===== src/rtl/mux_frame_scheduler.sv =====
// Frame scheduler for the 16-bit channel mux ahead of the serial transmitter.
// Once per frame period it steps the mux selector through every channel,
// strobes data_lock so the mux captures the channel, then hands the word to
// the serial TX through a start/busy handshake.
module mux_frame_scheduler #(
  parameter int NUM_CH = 2,
  parameter int SEL_W  = 8,
  parameter int LOCK_W = 2,
  parameter int PER_W  = 16
) (
  input  logic             clk,
  input  logic             reset,
  input  logic             enable,
  input  logic [PER_W-1:0] period,
  input  logic             tx_busy,
  input  logic             err_clr,
  output logic [SEL_W-1:0] selector,
  output logic             data_lock,
  output logic             tx_start,
  output logic             frame_done,
  output logic             ovr_err,
  output logic             busy
);

  localparam int               LCW       = (LOCK_W > 1) ? $clog2(LOCK_W) : 1;
  localparam logic [SEL_W-1:0] LAST_CH   = SEL_W'(NUM_CH - 1);
  localparam logic [LCW-1:0]   LOCK_LAST = LCW'(LOCK_W - 1);

  typedef enum logic [2:0] {
    S_IDLE, S_SETUP, S_LOCK, S_GAP, S_SEND, S_WAIT, S_NEXT
  } state_t;

  state_t           r_state;
  state_t           w_state_nxt;
  logic [PER_W-1:0] r_cnt;
  logic [PER_W-1:0] w_per_last;
  logic             w_tick;
  logic [SEL_W-1:0] r_ch;
  logic [LCW-1:0]   r_lcnt;
  logic             r_armed;
  logic             r_ovr;

  // Period 0 and 1 both collapse to a terminal count of 0 (tick every cycle).
  // Using >= lets a shortened period take effect on the very next cycle.
  assign w_per_last = (period > PER_W'(1)) ? (period - PER_W'(1)) : '0;
  assign w_tick     = enable && (r_cnt >= w_per_last);

  // The channel counter doubles as the selector: it is loaded on entry to
  // SETUP, so the mux address settles a cycle before data_lock rises.
  assign selector = r_ch;
  assign busy     = (r_state != S_IDLE);
  assign ovr_err  = r_ovr;

  // Frame period counter; held at zero while disabled.
  always_ff @(posedge clk or negedge reset) begin
    if (!reset)                 r_cnt <= '0;
    else if (!enable || w_tick) r_cnt <= '0;
    else                        r_cnt <= r_cnt + PER_W'(1);
  end

  // FSM state register.
  always_ff @(posedge clk or negedge reset) begin
    if (!reset) r_state <= S_IDLE;
    else        r_state <= w_state_nxt;
  end

  // FSM next-state and strobe decode.
  always_comb begin
    w_state_nxt = r_state;
    data_lock   = 1'b0;
    tx_start    = 1'b0;
    frame_done  = 1'b0;
    case (r_state)
      S_IDLE:  if (w_tick) w_state_nxt = S_SETUP;
      S_SETUP: w_state_nxt = S_LOCK;
      S_LOCK: begin
        data_lock = 1'b1;
        if (r_lcnt == LOCK_LAST) w_state_nxt = S_GAP;
      end
      S_GAP:   w_state_nxt = S_SEND;
      S_SEND: begin
        tx_start = r_armed;
        if (r_armed && tx_busy) w_state_nxt = S_WAIT;
      end
      S_WAIT:  if (!tx_busy) w_state_nxt = S_NEXT;
      S_NEXT: begin
        if (r_ch == LAST_CH) begin
          frame_done  = 1'b1;
          w_state_nxt = S_IDLE;
        end else begin
          w_state_nxt = S_SETUP;
        end
      end
      default: w_state_nxt = S_IDLE;
    endcase
  end

  // Channel counter, lock-width timer and the SEND arm flag. The arm flag is
  // only set once the TX is seen idle, so a request never overlaps a busy TX.
  always_ff @(posedge clk or negedge reset) begin
    if (!reset) begin
      r_ch    <= '0;
      r_lcnt  <= '0;
      r_armed <= 1'b0;
    end else begin
      if (r_state == S_IDLE && w_tick)
        r_ch <= '0;
      else if (r_state == S_NEXT && r_ch != LAST_CH)
        r_ch <= r_ch + SEL_W'(1);

      if (r_state == S_LOCK) r_lcnt <= r_lcnt + LCW'(1);
      else                   r_lcnt <= '0;

      if (r_state == S_GAP)
        r_armed <= !tx_busy;
      else if (r_state == S_SEND && !r_armed && !tx_busy)
        r_armed <= 1'b1;
    end
  end

  // Sticky overrun flag; a new overrun wins over a simultaneous clear.
  always_ff @(posedge clk or negedge reset) begin
    if (!reset)                            r_ovr <= 1'b0;
    else if (w_tick && r_state != S_IDLE)  r_ovr <= 1'b1;
    else if (err_clr)                      r_ovr <= 1'b0;
  end

endmodule


===== config.mk =====
export PLATFORM = sky130hd
export DESIGN_NAME = mux_frame_scheduler
export DESIGN_NICKNAME = d
export VERILOG_FILES = /design/src/rtl/mux_frame_scheduler.sv
export SDC_FILE = /design/constraint.sdc
export NUM_CORES = 1
export LEC_CHECK = 0
export CORE_MARGIN = 3
export CORE_UTILIZATION = 30
export CTS_BUF_LIST = sky130_fd_sc_hd__clkbuf_8
export CTS_CLUSTER_SIZE = 8
export DETAILED_ROUTE_END_ITERATION = 6
export PLACE_DENSITY_LB_ADDON = 0.05
export SYNTH_ARGS = -nofsm -noshare
export SYNTH_HDL_FRONTEND = slang
export SYNTH_SLANG_ARGS = --single-unit

===== constraint.sdc =====
create_clock -name clk -period 2.04 [get_ports clk]
set_input_delay 0.408 -clock clk [delete_from_list [all_inputs] [get_ports clk]]
set_output_delay 0.408 -clock clk [all_outputs]
set_load 0.01 [all_outputs]

# Yosys cells after proc, flatten, opt, wreduce, memory -nomap -nowiden
# Index checks and enable logic that the tools add are counted.
[op_classes] n_addsub=4 multipliers=0 div_mod_pow=0 order_cmp=2 n_eq_ne=12 shift=0 mux=19 bitwise=0 n_reduce_logical=17
[ops] operator="two-way mux 16 bit" n=2
[ops] operator="case mux 3 bit (7 select lines)" n=1
[ops] operator="adder 16 x 1 -> 16 bit, second input constant" n=1
[ops] operator="greater-or-equal comparator 16 bit" n=1
[ops] operator="greater-than comparator 16 x 1 -> 1 bit, second input constant" n=1
[ops] operator="two-way mux 8 bit" n=2
[ops] operator="subtractor 16 x 1 -> 16 bit, second input constant" n=1
[ops] operator="two-way mux 3 bit" n=4
[ops] operator="two-way mux 1 bit" n=10
[ops] operator="== test 3 bit, second input constant" n=3
[ops] operator="adder 8 x 1 -> 8 bit, second input constant" n=1
[ops] operator="== test 8 x 1 -> 1 bit, second input constant" n=1
[ops] operator="inequality test 2 bit, second input constant" n=4
[ops] operator="inequality test 8 x 1 -> 1 bit, second input constant" n=1
[ops] operator="logical AND 1 bit" n=7
[ops] operator="== test 3 x 2 -> 1 bit, second input constant" n=2
[ops] operator="nonzero test 2 bit" n=3
[ops] operator="AND reduction 4 bit" n=1
[ops] operator="== test 3 x 1 -> 1 bit, second input constant" n=1
[ops] operator="logical NOT 1 bit" n=3
[ops] operator="logical NOT 3 bit" n=1
[ops] operator="nonzero test 3 bit" n=1
[ops] operator="adder 1 bit, second input constant" n=1
[ops] operator="logical OR 1 bit" n=1
[totals] regBits=30 latchBits=0 mem_bits_rw=0 mem_bits_ro=0 input_bits=21 out_inout_bits=13 word_cells=60 n_memories=0

# Depth between registers and ports, before layout
[logic_depth] word_depth=6 mapped_depth=14 depth_no_buf=12

# Least setup slack after synthesis
# Ideal clock, no wire load.
[synth_timing] kind="input-to-reg" start="in period[9]" end="reg r_ch[0] (netlist: selector[0])" setup_time_ns=0.127 arrival_time_ns=3.323 t_required_ns=1.913 path_slack_ns=-1.411 path_stages=12 n_path_buf=1 path_cell_list="or3_1 > or4_1 > nor2_1 > nand3_1 > buf_2 > nand2_1 > ha_1 > nand4_1 > or3_1 > or4_4 > a31oi_4 > nor2_1"
[synth_between] elab_chain_len=6 word_cells_on_any_way=8 cone_classes="add/sub: 1; order compare: 2; mux: 2; reduce/logical: 3"
[synth_lines] item="start, declared" line_no="14" source="input logic [PER_W-1:0] period,"
[synth_lines] item="subtractor 16 x 1 -> 16 bit / greater-than comparator 16 x 1 -> 1 bit (equally long branches)" line_no="45" source="assign w_per_last = (period > PER_W'(1)) ? (period - PER_W'(1)) : '0;"
[synth_lines] item="two-way mux 16 bit *" line_no="45"
[synth_lines] item="greater-or-equal comparator 16 bit *" line_no="46" source="assign w_tick = enable && (r_cnt >= w_per_last);"
[synth_lines] item="logical AND 1 bit *" line_no="46"
[synth_lines] item="logical AND 1 bit *" line_no="106" source="if (r_state == S_IDLE && w_tick)"
[synth_lines] item="two-way mux 8 bit / nonzero test 2 bit (equally long branches)"
[synth_lines] item="end signal, assigned" line_no="109" source="r_ch <= r_ch + SEL_W'(1);"
[synth_lines] item="end, declared" line_no="38" source="logic [SEL_W-1:0] r_ch;"
# Mark *: on every way between the ends. The rest lies on a longest branch, timed or not.
# A chain may end at the register's enable or synchronous reset.

# Worst setup path in the final report
[layout_timing] start="in period[8]" end="reg r_ch[3] (netlist: selector[3])"
# Same word-level chain as after synthesis.

==> flow_summary.yaml <==
sta:
  whs_ns: 0.439
  rsz0062_at_grt: "yes"
  tightest_slew_ns: 0.396
  setup_viol: 27
  fin_skew_ns: 0.0126
  finalCritPeriodShare: 1.57
  drv_slew: 0
  setup_tns_ns: -29.55
  max-slew-margin-rel: 0.736
  max_freq_mhz: 312
  hold_violations: 0
  setup_slack_ns: -1.16
  period_needed_ns: 3.20
job:
  max_cap_violations: 0
setup_path:
  path_cells: "buf_6 -> or3_4 -> or4_4 -> buf_6 -> nor3_4 -> mux2i_1 -> ha_1 -> nand4_1 -> or3_4 -> or4_4 -> a31oi_4 -> nor2_1"
  start_kind: "primary input"
  cp_data_required_time_ns: 2.20
  rr_endpoint: "selector[3]"
  path_class: "in2reg"
  path_buf_inv: 2
  endpoint_kind: "flip-flop"
  slowest_stage: "or4_4"
  r2r_start: "r_cnt[15]"
  worst-path-max-fanout: 8
  rrSetupSlack_ns: -0.15
  slowest_delay_ns: 0.47
  reg2reg_depth: 6
  critPathArrivalTime_ns: 3.36
  critPathTopFamily: "simple AND/OR/NAND/NOR gates"
drt:
  detail_route.first_pass.iterations: 4
  ant_nets: 0
  avgViaCountPerCell: 4.57
  routed_wl_um: 5480
  drc: 0
  drtIter0Drc: 61
  wl_per_cell_um: 12.4
  vias: 2024
cells_and_area:
  post-route-cell-area_mm2: 0.00343
  antennaDiodeCount: 0
  area_growth_pct: 56.2
  fill_cells: 695
  nNetsFinal: 388
  drive_gt1_frac: 0.311
floorplan:
  die_width_um: 91.5
  pin_count: 34
  core_mm2: 0.00694
  rows: 30
  start_util: 0.316
  die_h_um: 91.5
  fp.dieArea_mm2: 0.00837
yosys:
  synth_top_family_by_area: "simple AND/OR/NAND/NOR gates"
  synth_cell_types: 43
  ys_ff_latch: 30
  synth_xor_xnor_area_share: 0.128
  synth-simple-area-share: 0.276
  synth_edf_count: 0
  ys_seq_area_frac: 0.342
  async_flop_share: 1.00
  synth-main-ff-cell: "dfrtp_1"
  syn_area_mm2: 0.00219
  synthAdderAreaFrac: 0.120
  synth_compound_area_frac: 0.0953
  synth_cells: 245
  ys.warnings.count: 0
  syn_avg_cell_area_um2: 8.95
  synth_mux_area_frac: 0.00913
  syn_nets: 287
grt:
  grt_pass1_vias: 1919
  grt_start_max_net_pins: 31
  grt_pass1_wl_um: 9430
  grt_overflow_total: 0
  antenna_found_initial: 0
  grtUsageTotal: 0.139
place:
  portBuffers: 33
  dp_hpwl_um: 4140
  gp_congestion: 0.698
  dpl-instance-area_mm2: 0.00314
  dp_slack_ns: -1.91
worst_hold_path:
  min_to: "r_lcnt"
  hold_path_class: "reg2reg"
  min-delay-start: "r_lcnt"
  min_path_cells: 1
power:
  ir_drop_uv: 459
  powerDensity_mw_per_mm2: 732
  p_leak_nw: 1.61
cts:
  postCtsHoldBufs: 0
  cts_buffer_depth: 2
  cts_tree: "yes"
  cts_root_buffer: "clkbuf_8"
  clk_pin_slew_worst_paths_ns: 0.07
  numCtsBuffers: 5
  clock-sinks: 30
  htreeDepth: 2
  clkLatencyLatePin_ns: 0.28
status:
  failed_checks: "setup timing"
  status: "finished with violations"
[cells in the mapped netlist, types with 2 or more instances]
cell | n | area (µm²)
a21o_1 | 2 | 15.0
a21oi_1 | 6 | 30.0
and3_1 | 3 | 18.8
and4_1 | 4 | 35.0
clkbuf_1 | 4 | 15.0
dfrtp_1 | 30 | 751
ha_1 | 21 | 263
inv_1 | 9 | 33.8
mux2i_1 | 2 | 20.0
nand2_1 | 27 | 101
nand2b_1 | 6 | 37.5
nand3_1 | 11 | 55.1
nand4_1 | 7 | 43.8
nor2_1 | 33 | 124
nor2b_1 | 2 | 12.5
nor3_1 | 11 | 55.1
nor4_1 | 4 | 25.0
o21ai_0 | 6 | 30.0
or3_1 | 3 | 18.8
xnor2_1 | 7 | 61.3
xor2_1 | 25 | 219
[layout make-up]
type,count,area (µm²),area share
Tap cell,96,120,0.0351
Timing Repair Buffer,99,845,0.247
Inverter,9,33.8,0.00986
Multi-Input combinational cell,201,1570,0.457
Clock inverter,3,40.0,0.0117
Sequential cell,30,752,0.220
Clock buffer,5,68.8,0.0201
[through the flow]
stage / power [mW] / std cells / utilization
2_1_floorplan: 1.35 / 245 / -
3_3_place_gp: 1.91 / 427 / 0.452
3_5_place_dp: 1.90 / 427 / 0.452
4_1_cts: 2.53 / 442 / 0.486
5_1_grt: 2.69 / 443 / 0.493
6_report: 2.51 / 443 / 0.493
[flip-flops by register name (all words and copies together) (netlist names)]
| name | flops |
|---|---|
| ovr_err | 1 |
| r_armed | 1 |
| r_cnt | 16 |
| r_state | 3 |
| r_lcnt | 1 |
| selector | 8 |
[placed cells by master, fill, tap and decap left out, types with 3 or more instances in the layout]
master / n
o21ai_0: 5
dfrtp_1: 29
xor2_1: 25
buf_6: 6
nor3_1: 9
dlygate4sd2_1: 7
nor2_1: 31
nand2b_1: 6
clkdlybuf4s15_1: 3
clkbuf_8: 5
and4_1: 4
inv_1: 9
nor4_4: 4
buf_4: 62
xnor2_1: 7
and3_1: 3
a21oi_1: 6
nand2_1: 25
nand4_1: 7
clkdlybuf4s50_1: 16
ha_1: 19
nand3_1: 9
[cell families after synthesis]
logic type	count (synthesis)
AO/OA/AOI/OAI	26
XOR/XNOR	32
adder cells (fa/ha/maj)	21
buffers and inverters	15
flip-flops	30
multiplexers	2
AND/OR/NAND/NOR	119
[how the worst max path moves through the flow]
stage,startpoint,to,slack [ns],cells after the start
finish,period[8],selector[3],-1.16,12
global route,period[8],r_cnt[1],-1.31,14
CTS,period[8],selector[2],-1.32,12
detailed placement,period[9],selector[0],-1.91,12
global placement,period[9],selector[0],-1.83,12
floorplan,period[9],r_cnt[0],-1.23,11
[where the power goes]
part           switching (mW)  leakage (nW)  internal, mW
Sequential              0.118         0.382         0.726
Clock                   0.230        0.0579         0.359
Combinational           0.489          1.17         0.585
Total                   0.838          1.61          1.67
[what timing repair did]
item | 4_1_cts | 5_1_grt
gates cloned | 1 | 0
pin swaps | 22 | 16
gates resized for setup | 54 | 9
setup buffers | 6 | 1
endpoints found under the setup margin | 29 | 28
[layer usage]
layer	GRT usage	wire length, µm
met5	0	0
met4	0.0377	33
met3	0.0282	120
met2	0.187	2340
met1	0.220	2990
(Power assumes the default switching activity.)
